--- src/rtl/out_shift_if.sv ---
// Parallel-side handshake and serial pin bundle for the 74HC595-style transmitter.
// The master drives the word and request; the slave (transmitter) drives status and pins.
interface out_shift_if #(
  parameter int DATA_W = 8
);
  logic [DATA_W-1:0] data_in;
  logic              load;
  logic              ready;
  logic              done;
  logic              sdo;
  logic              sclk;
  logic              rclk;

  modport master (
    output data_in, load,
    input  ready, done, sdo, sclk, rclk
  );

  modport slave (
    input  data_in, load,
    output ready, done, sdo, sclk, rclk
  );
endinterface

--- src/rtl/out_shift_tx.sv ---
// Serialises one parallel word per request into a 74HC595-style shift/latch register,
// MSB first, then strobes the latch and pulses done for one cycle.
module out_shift_tx #(
  parameter int DATA_W  = 8,
  parameter int CLK_DIV = 2
) (
  input  logic       clk,
  input  logic       rst,
  out_shift_if.slave bus
);

  localparam int DIV_W = (CLK_DIV > 1) ? $clog2(CLK_DIV) : 1;
  localparam int BIT_W = (DATA_W > 1) ? $clog2(DATA_W) : 1;
  localparam logic [DIV_W-1:0] DIV_LAST = DIV_W'(CLK_DIV - 1);
  localparam logic [BIT_W-1:0] BIT_LAST = BIT_W'(DATA_W - 1);

  typedef enum logic [1:0] {
    IDLE,
    SHIFT_LO,
    SHIFT_HI,
    LATCH
  } state_t;

  state_t            state, state_next;
  logic [DIV_W-1:0]  div_cnt, div_cnt_next;
  logic [BIT_W-1:0]  bit_idx, bit_idx_next;
  logic [DATA_W-1:0] shreg, shreg_next, shreg_shifted;
  logic              sdo_q, sdo_next;
  logic              done_q, done_next;
  logic              ready_q, sclk_q, rclk_q;
  logic              phase_end;

  assign phase_end     = (div_cnt == DIV_LAST);
  // The word is shifted left so the next bit to present is always the MSB.
  assign shreg_shifted = shreg << 1;

  // NOTE: every signal written here gets a default first, so no path can
  // leave one unassigned and infer a latch.
  always_comb begin
    state_next   = state;
    div_cnt_next = div_cnt;
    bit_idx_next = bit_idx;
    shreg_next   = shreg;
    sdo_next     = sdo_q;
    done_next    = 1'b0;

    unique case (state)
      IDLE: begin
        if (bus.load) begin
          shreg_next   = bus.data_in;
          sdo_next     = bus.data_in[DATA_W-1];
          bit_idx_next = BIT_LAST;
          div_cnt_next = '0;
          state_next   = SHIFT_LO;
        end
      end

      SHIFT_LO: begin
        if (phase_end) begin
          div_cnt_next = '0;
          state_next   = SHIFT_HI;
        end else begin
          div_cnt_next = div_cnt + 1'b1;
        end
      end

      SHIFT_HI: begin
        if (phase_end) begin
          div_cnt_next = '0;
          if (bit_idx != '0) begin
            // sdo only moves on the edge that drops sclk, centring it on the next rise.
            bit_idx_next = bit_idx - 1'b1;
            shreg_next   = shreg_shifted;
            sdo_next     = shreg_shifted[DATA_W-1];
            state_next   = SHIFT_LO;
          end else begin
            state_next   = LATCH;
          end
        end else begin
          div_cnt_next = div_cnt + 1'b1;
        end
      end

      LATCH: begin
        if (phase_end) begin
          div_cnt_next = '0;
          done_next    = 1'b1;
          state_next   = IDLE;
        end else begin
          div_cnt_next = div_cnt + 1'b1;
        end
      end

      default: begin
        state_next = IDLE;
      end
    endcase
  end

  // NOTE: state is updated with non-blocking assignments so every register
  // samples the pre-edge values regardless of statement order.
  always_ff @(posedge clk) begin
    if (rst) begin
      state   <= IDLE;
      div_cnt <= '0;
      bit_idx <= '0;
      shreg   <= '0;
      sdo_q   <= 1'b0;
      done_q  <= 1'b0;
      ready_q <= 1'b1;
      sclk_q  <= 1'b0;
      rclk_q  <= 1'b0;
    end else begin
      state   <= state_next;
      div_cnt <= div_cnt_next;
      bit_idx <= bit_idx_next;
      shreg   <= shreg_next;
      sdo_q   <= sdo_next;
      done_q  <= done_next;
      // Pin-facing strobes are registered from the next state to stay glitch-free.
      ready_q <= (state_next == IDLE);
      sclk_q  <= (state_next == SHIFT_HI);
      rclk_q  <= (state_next == LATCH);
    end
  end

  assign bus.ready = ready_q;
  assign bus.done  = done_q;
  assign bus.sdo   = sdo_q;
  assign bus.sclk  = sclk_q;
  assign bus.rclk  = rclk_q;

endmodule
--- src/flat_wrapper.sv ---
// flat-port wrapper written by rule: the top's interface ports become plain ports
module out_shift_tx_flat 
#(
  parameter int DATA_W  = 8,
  parameter int CLK_DIV = 2
)
  (clk, rst, bus_data_in, bus_load, bus_ready, bus_done, bus_sdo, bus_sclk, bus_rclk);
  out_shift_if #(.DATA_W(DATA_W)) bus_i ();
  input  logic clk;
  input  logic rst;
  input wire logic [$bits(bus_i.data_in)-1:0] bus_data_in;
  input wire logic [$bits(bus_i.load)-1:0] bus_load;
  output wire logic [$bits(bus_i.ready)-1:0] bus_ready;
  output wire logic [$bits(bus_i.done)-1:0] bus_done;
  output wire logic [$bits(bus_i.sdo)-1:0] bus_sdo;
  output wire logic [$bits(bus_i.sclk)-1:0] bus_sclk;
  output wire logic [$bits(bus_i.rclk)-1:0] bus_rclk;
  assign bus_i.data_in = bus_data_in;
  assign bus_i.load = bus_load;
  assign bus_ready = bus_i.ready;
  assign bus_done = bus_i.done;
  assign bus_sdo = bus_i.sdo;
  assign bus_sclk = bus_i.sclk;
  assign bus_rclk = bus_i.rclk;
  out_shift_tx #(.DATA_W(DATA_W), .CLK_DIV(CLK_DIV)) u_core (.clk(clk), .rst(rst), .bus(bus_i));
endmodule
--- config.mk ---
export PLATFORM = sky130hd
export DESIGN_NAME = out_shift_tx_flat
export DESIGN_NICKNAME = d
export VERILOG_FILES = /design/src/rtl/out_shift_if.sv /design/src/rtl/out_shift_tx.sv /design/src/flat_wrapper.sv
export SDC_FILE = /design/constraint.sdc
export NUM_CORES = 1
export LEC_CHECK = 0
export ABC_CLOCK_PERIOD_IN_PS = 1900
export BUFFER_PORTS_ARGS = -buffer_cell sky130_fd_sc_hd__buf_4
export CAP_MARGIN = 5
export CORE_MARGIN = 1
export CORE_UTILIZATION = 52
export DETAILED_ROUTE_END_ITERATION = 12
export PLACE_DENSITY = 0.78
export SYNTH_ARGS = -nofsm -noshare
export SYNTH_HDL_FRONTEND = slang
export SYNTH_SLANG_ARGS = --single-unit
--- constraint.sdc ---
create_clock -name clk -period 1.9 [get_ports clk]
set_input_delay 0.285 -clock clk [delete_from_list [all_inputs] [get_ports clk]]
set_output_delay 0.285 -clock clk [all_outputs]
set_load 0.05 [all_outputs]
==> results.cfg, run 1 <==
[sta]
worst_slew_pin_slew_ns = 0.4693
fin_crit_sh_pct = 83.19
grt_setup_unrepaired = no
finalClockSkew_ns = 0.005050
finalSetupViolCount = 0
finalHoldViolCount = 0
fmax_ghz = 0.6326
slew_headroom_pct = 68.68
tns_ns = 0
fin_crit_ns = 1.581
slew_viol_final = 0

[final_layout]
most-common-layout-cells = buf_4 (18), dfxtp_1 (18), a21oi_1 (12), mux2i_1 (8), a211oi_2 (7)
syn_to_final_growth_pct = 13.48
num_antenna_cells = 0
drive_gt1_share_pct = 30.39
nFillCells = 141
nNetsFinal = 117

[power]
seq_power_share_pct = 50.9
p_clk_share_pct = 20.3
power.total_uw = 887.2
switchingPower_uw = 283.2
p_leak_nw = 0.3742
switching_share_pct = 31.92
ir_worst_vdd_mv = 0.6500
power_density_nw_per_um2 = 886.3
combPwrFrac_pct = 28.8
intPower_uw = 604.0

[drt]
drt_iter0_drc = 11
wire_per_inst_um = 13.56
routed_wl_mm = 1.600
postRouteAntennaNets = 0
drcViolationCount = 0
num_vias = 693
drt_pass1_iterations = 5
via_per_inst = 5.873

[floorplan]
io_pins = 16
start_util_pct = 57.22
dieHeight_um = 43.19
core_area_um2 = 1541
rows = 14
die_area_um2 = 1865
die_x_um = 43.19

[hold_path]
min_delay_path_depth = 3
hp-class = primary input to register
min_from = bus_data_in[0]
hold_path_end = u_core.shreg[0]

[place]
io_buffers = 15
place_congestion = 0.8692
dp_hpwl_mm = 1.121

[yosys]
seq_area_frac_synth_pct = 40.85
synthesis.nets = 103
syn-instance-count = 90
synth_seq_cells = 18
netlist_area_um2 = 882.1
avgSynthCellArea_um2 = 9.801
yosys_warnings = 0
synthDistinctLibCells = 27

[setup_path]
cp_max_fo = 10
path_class = register to register
slowest_stage = a31o_1
max_stage_delay_ns = 0.34
worstReg2RegEnd = u_core.bit_idx[1]
critPathLaunchType = register
path_cells = inv_1 -> ha_1 -> nand2b_4 -> a31o_1 -> and2_4 -> o21a_1
r2r_start = u_core.bit_idx[0]
reg2reg_depth = 6
ff2ff_setup_slack_ns = 0.32
required_ns = 2.09
end_kind = register
worst_ep_arrival_time_ns = 1.77

[clocking]
cts_buffers = 3
cts_buffer_depth = 2
htreeDepth = 1
cts_resized = 0
clock_latency_ns = 0.28
cts_root_buf = clkbuf_4
hold_buffers = 0
clk_pin_slew_ns = 0.10
postCtsSetupRepairBufs = 0
cts_tree = built
clock-sinks = 18

[outcome]
status = completed

[grt]
overflow = 0
grt_pass1_wl_mm = 2.470
grt_max_degree = 19
grt_pass1_vias = 564
track_usage_pct = 17.73
antenna_found_initial = 0

[flow_run]
drv_cap = 0
==> kinds of logic (layout without fill, tap and decap cells) <==
family,Yosys count,in the layout,synth area share [%]
flops,18,18,40.85
mux,8,8,9.078
fa+ha+maj,2,2,2.836
simple gates,20,20,13.90
compound gates,30,30,25.39
buf+inv,12,24,7.942
==> worst max path at each step <==
stage	from	endpoint	slack (ns)	depth (start not counted)
after CTS	u_core.bit_idx[0]	u_core.bit_idx[1]	0.31	6
after global placement	u_core.bit_idx[0]	u_core.shreg[1]	0.39	6
final	u_core.bit_idx[0]	u_core.bit_idx[1]	0.32	6
after detailed placement	u_core.bit_idx[0]	u_core.bit_idx[1]	0.33	6
after global routing	u_core.bit_idx[0]	u_core.shreg[6]	0.21	6
after floorplan	u_core.bit_idx[0]	u_core.bit_idx[1]	0.37	8
==> synthesized netlist by cell type, drive strengths merged <==
| cell type | number | area [um2] |
|---|---|---|
| a31o | 1 | 8.760 |
| a21oi | 12 | 60.06 |
| nor3 | 5 | 25.02 |
| and2 | 1 | 8.760 |
| a41oi | 1 | 8.760 |
| nor2b | 2 | 12.51 |
| clkbuf | 4 | 15.01 |
| nand3 | 2 | 10.01 |
| buf | 5 | 43.79 |
| nor3b | 1 | 7.510 |
| a21bo | 1 | 10.01 |
| nor2 | 1 | 3.750 |
| o21ai | 4 | 20.02 |
| nand2b | 1 | 13.76 |
| dfxtp | 18 | 360.4 |
| mux2i | 8 | 80.08 |
| ha | 2 | 25.02 |
| a211oi | 9 | 102.6 |
| inv | 3 | 11.26 |
| a31oi | 1 | 6.260 |
| o21a | 1 | 7.510 |
| or3 | 1 | 6.260 |
| nand3b | 2 | 15.01 |
| nand2 | 3 | 11.26 |
| nor4b | 1 | 8.760 |
==> routing by layer <==
layer,wire length [um],share of wire (%),GRT usage (%)
met1,789,49,25.79
met2,734,46,25.07
met3,67,4.2,3.830
met4,9,0.56,7.273
met5,0,0,0
==> power groups by stage <==
stage                     combinational (mW)  sequential [mW]  clock (mW)
after detailed placement               0.255            0.460           0
after CTS                              0.256            0.451       0.187
final                                  0.256            0.452       0.180
after global placement                 0.251            0.459           0
after floorplan                        0.195            0.470           0
after global routing                   0.279            0.458       0.201
==> critical path, delay by kind of cell, from the launching register on <==
kind / cells / cell delay, ns
buf+inv: 1 / 0.09
flops: 1 / 0.32
fa+ha+maj: 1 / 0.23
simple gates: 2 / 0.34
compound gates: 2 / 0.52
==> through the flow <==
step / setup WS [ns] / cells / hold slack, ns / area [um2] / util [%]
2_1_floorplan: 0.3727 / 90 / 0.4404 / 882.1 / -
3_3_place_gp: 0.3945 / 115 / 0.4498 / 978.4 / 63.47
3_5_place_dp: 0.3277 / 115 / 0.4903 / 978.4 / 63.47
4_1_cts: 0.3116 / 118 / 0.2714 / 1001 / 64.94
5_1_grt: 0.2069 / 118 / 0.2677 / 1001 / 64.94
6_report: 0.3193 / 118 / 0.2833 / 1001 / 64.94
==> registers in the layout, indices dropped and copies added (netlist names) <==
name and count:
u_core.bus.rclk 1, u_core.bit_idx 3, u_core.bus.sclk 1, u_core.state 2
u_core.bus.done 1, u_core.div_cnt 1, u_core.bus.ready 1, u_core.bus.sdo 1
u_core.shreg 7
==> layout make-up <==
cell class,count,area [um2],area share [%]
Clock buffer,3,22.52,2.250
Timing Repair Buffer,18,135.1,13.50
Tap cell,16,20.02,2.000
Multi-Input combinational cell,60,451.7,45.12
Sequential cell,18,360.3,36.00
Inverter,3,11.26,1.125
Power figures use the tool's default switching activity.
==> run 2: changes to the inputs <==
ABC_CLOCK_PERIOD_IN_PS = 1450   (was 1900)
CORE_UTILIZATION = 47   (was 52)
PLACE_DENSITY = 0.75   (was 0.78)
clock period = 1.45 ns   (was 1.9 ns; I/O delays follow)
==> run 2 against run 1 <==
Net effect:
- global-route usage increased by 0.94 points
- clock skew about the same
- sequential power increased by 30%
- utilization decreased by 1.6 points
- non-clock buffer count increased by 6
- fmax increased by 13%
- final area increased by 10%
- count of clock-buffer cells in the layout increased by 1
- setup slack got worse by 0.27 ns
- clock power increased by 73%
- highest routed layer unchanged
==> results.cfg, run 2 (synthesis gave the netlist of run 1 again) <==
[drt]
wire_per_inst_um = 13.10
routed_wl_mm = 1.756
via_per_inst = 5.351
postRouteAntennaNets = 0
drt_pass1_iterations = 4
num_vias = 717
drt_iter0_drc = 15
drcViolationCount = 0

[grt]
grt_max_degree = 19
grt_pass1_wl_mm = 2.822
antenna_found_initial = 0
overflow = 0
track_usage_pct = 18.67
grt_pass1_vias = 669

[sta]
fin_crit_sh_pct = 96.39
fmax_ghz = 0.7155
worst_slew_pin_slew_ns = 0.3389
slew_headroom_pct = 77.38
finalClockSkew_ns = 0.005069
fin_crit_ns = 1.398
finalSetupViolCount = 0
slew_viol_final = 0
finalHoldViolCount = 0
grt_setup_unrepaired = no
holdWs_ns = 0.2027

[clocking]
cts_buffers = 3
cts_root_buf = clkbuf_4
clock_latency_ns = 0.29
clock-sinks = 18
cts_buffer_depth = 2
hold_buffers = 0
htreeDepth = 1
clk_pin_slew_ns = 0.10
cts_tree = built

[setup_path]
critPathLaunchType = register
worst_ep_arrival_time_ns = 1.60
end_kind = register
path_class = register to register
required_ns = 1.66
cp_max_fo = 8

[flow_run]
drv_cap = 0

[final_layout]
drive_gt1_share_pct = 42.20
reg.largest.list = u_core.shreg: 7 flops, u_core.bit_idx: 3 flops, u_core.state: 2 flops
layout_commonest_cell = buf_4
nNetsFinal = 123
syn_to_final_growth_pct = 25.25
final_area_um2 = 1105
most-common-layout-cells = buf_4 (24), dfxtp_1 (17), a21oi_1 (9), mux2i_1 (8), a211oi_2 (7)
top_register = u_core.shreg
largest_reg_flops = 7
num_antenna_cells = 0

[power]
power.total_mw = 1.299
p_leak_nw = 0.4163
power_density_nw_per_um2 = 1176
ir_worst_vdd_mv = 0.6935

[floorplan]
dieHeight_um = 45.32
rows = 15
die_x_um = 45.32
core_area_um2 = 1745
io_pins = 16
start_util_pct = 50.54
die_area_um2 = 2054

[place]
dp_hpwl_mm = 1.198
place_congestion = 0.8195
post_dp_cell_area_um2 = 1040
io_buffers = 15

[hold_path]
hp-class = primary input to register

[outcome]
status = completed
run 2: cell types whose count changed in the layout (fill, tap and decap cells not counted):
cell / change
a31o_4: +1
a31o_1: -1
dfxtp_2: +1
dfxtp_1: -1
ha_1: -1
inv_2: +2
buf_4: +6
a21oi_2: +3
a21oi_1: -3
ha_4: +1
inv_1: -2
clkbuf_8: +1
run 2: layer usage:
| layer | track usage, % | vias up | part of all wire (%) |
|---|---|---|---|
| met3 | 2.400 | 6 | 2.3 |
| met5 | 0 | - | 0 |
| met2 | 29.28 | 12 | 47 |
| li1 | - | 365 | - |
| met4 | 10.91 | 0 | 2.4 |
| met1 | 24.44 | 334 | 48 |
run 2: power breakdown:
part / internal [mW] / switching (mW) / total (mW)
registers: 0.551 / 0.0384 / 0.589
clock network: 0.153 / 0.159 / 0.312
logic: 0.181 / 0.217 / 0.398
total: 0.885 / 0.414 / 1.30
run 2: path summary, 6_finish.rpt:
kind | start | end | slack (ns) | cells past startpoint
worst min register to register | u_core.bit_idx[1] | u_core.bit_idx[1] | 0.49 | 1
worst min-delay path | bus_data_in[0] | u_core.shreg[0] | 0.20 | 3
worst max register to register | u_core.bit_idx[0] | u_core.shreg[3] | 0.05 | 6
worst max-delay path | u_core.bit_idx[0] | u_core.shreg[3] | 0.05 | 6
run 2: final cells by class:
| cell class | instances | area (um2) |
|---|---|---|
| repair buffers | 24 | 180.2 |
| well taps | 25 | 31.28 |
| inverters | 3 | 11.26 |
| fillers | 154 | 640.6 |
| multi-input cells | 60 | 484.2 |
| flip-flops and latches | 18 | 361.6 |
| clock buffers | 4 | 36.28 |
run 2: through the flow:
stage / std cells / setup slack (ns) / TNS [ns] / util, %
global placement: 129 / 0.06787 / 0 / 59.57
detailed placement: 129 / -0.01434 / -0.01434 / 59.57
finish: 134 / 0.05228 / 0 / 63.30
floorplan: 90 / 0.001543 / 0 / -
global route: 134 / 0.002650 / 0 / 63.30
CTS: 133 / 0.01007 / 0 / 61.65
run 2: repair_timing:
action,4_1_cts,5_1_grt
endpoints found under the setup margin,1,8
buffers inserted,0,1
resized for setup,1,5
pin swaps,0,2
endpoints found under the hold margin,0,0
run 2: worst max-delay path: stages (launching register included):
cell	delay, ns
dfxtp_2	0.34
inv_2	0.08
ha_4	0.14
nand2b_4	0.07
a31o_4	0.24
and2_4	0.20
a211oi_2	0.24
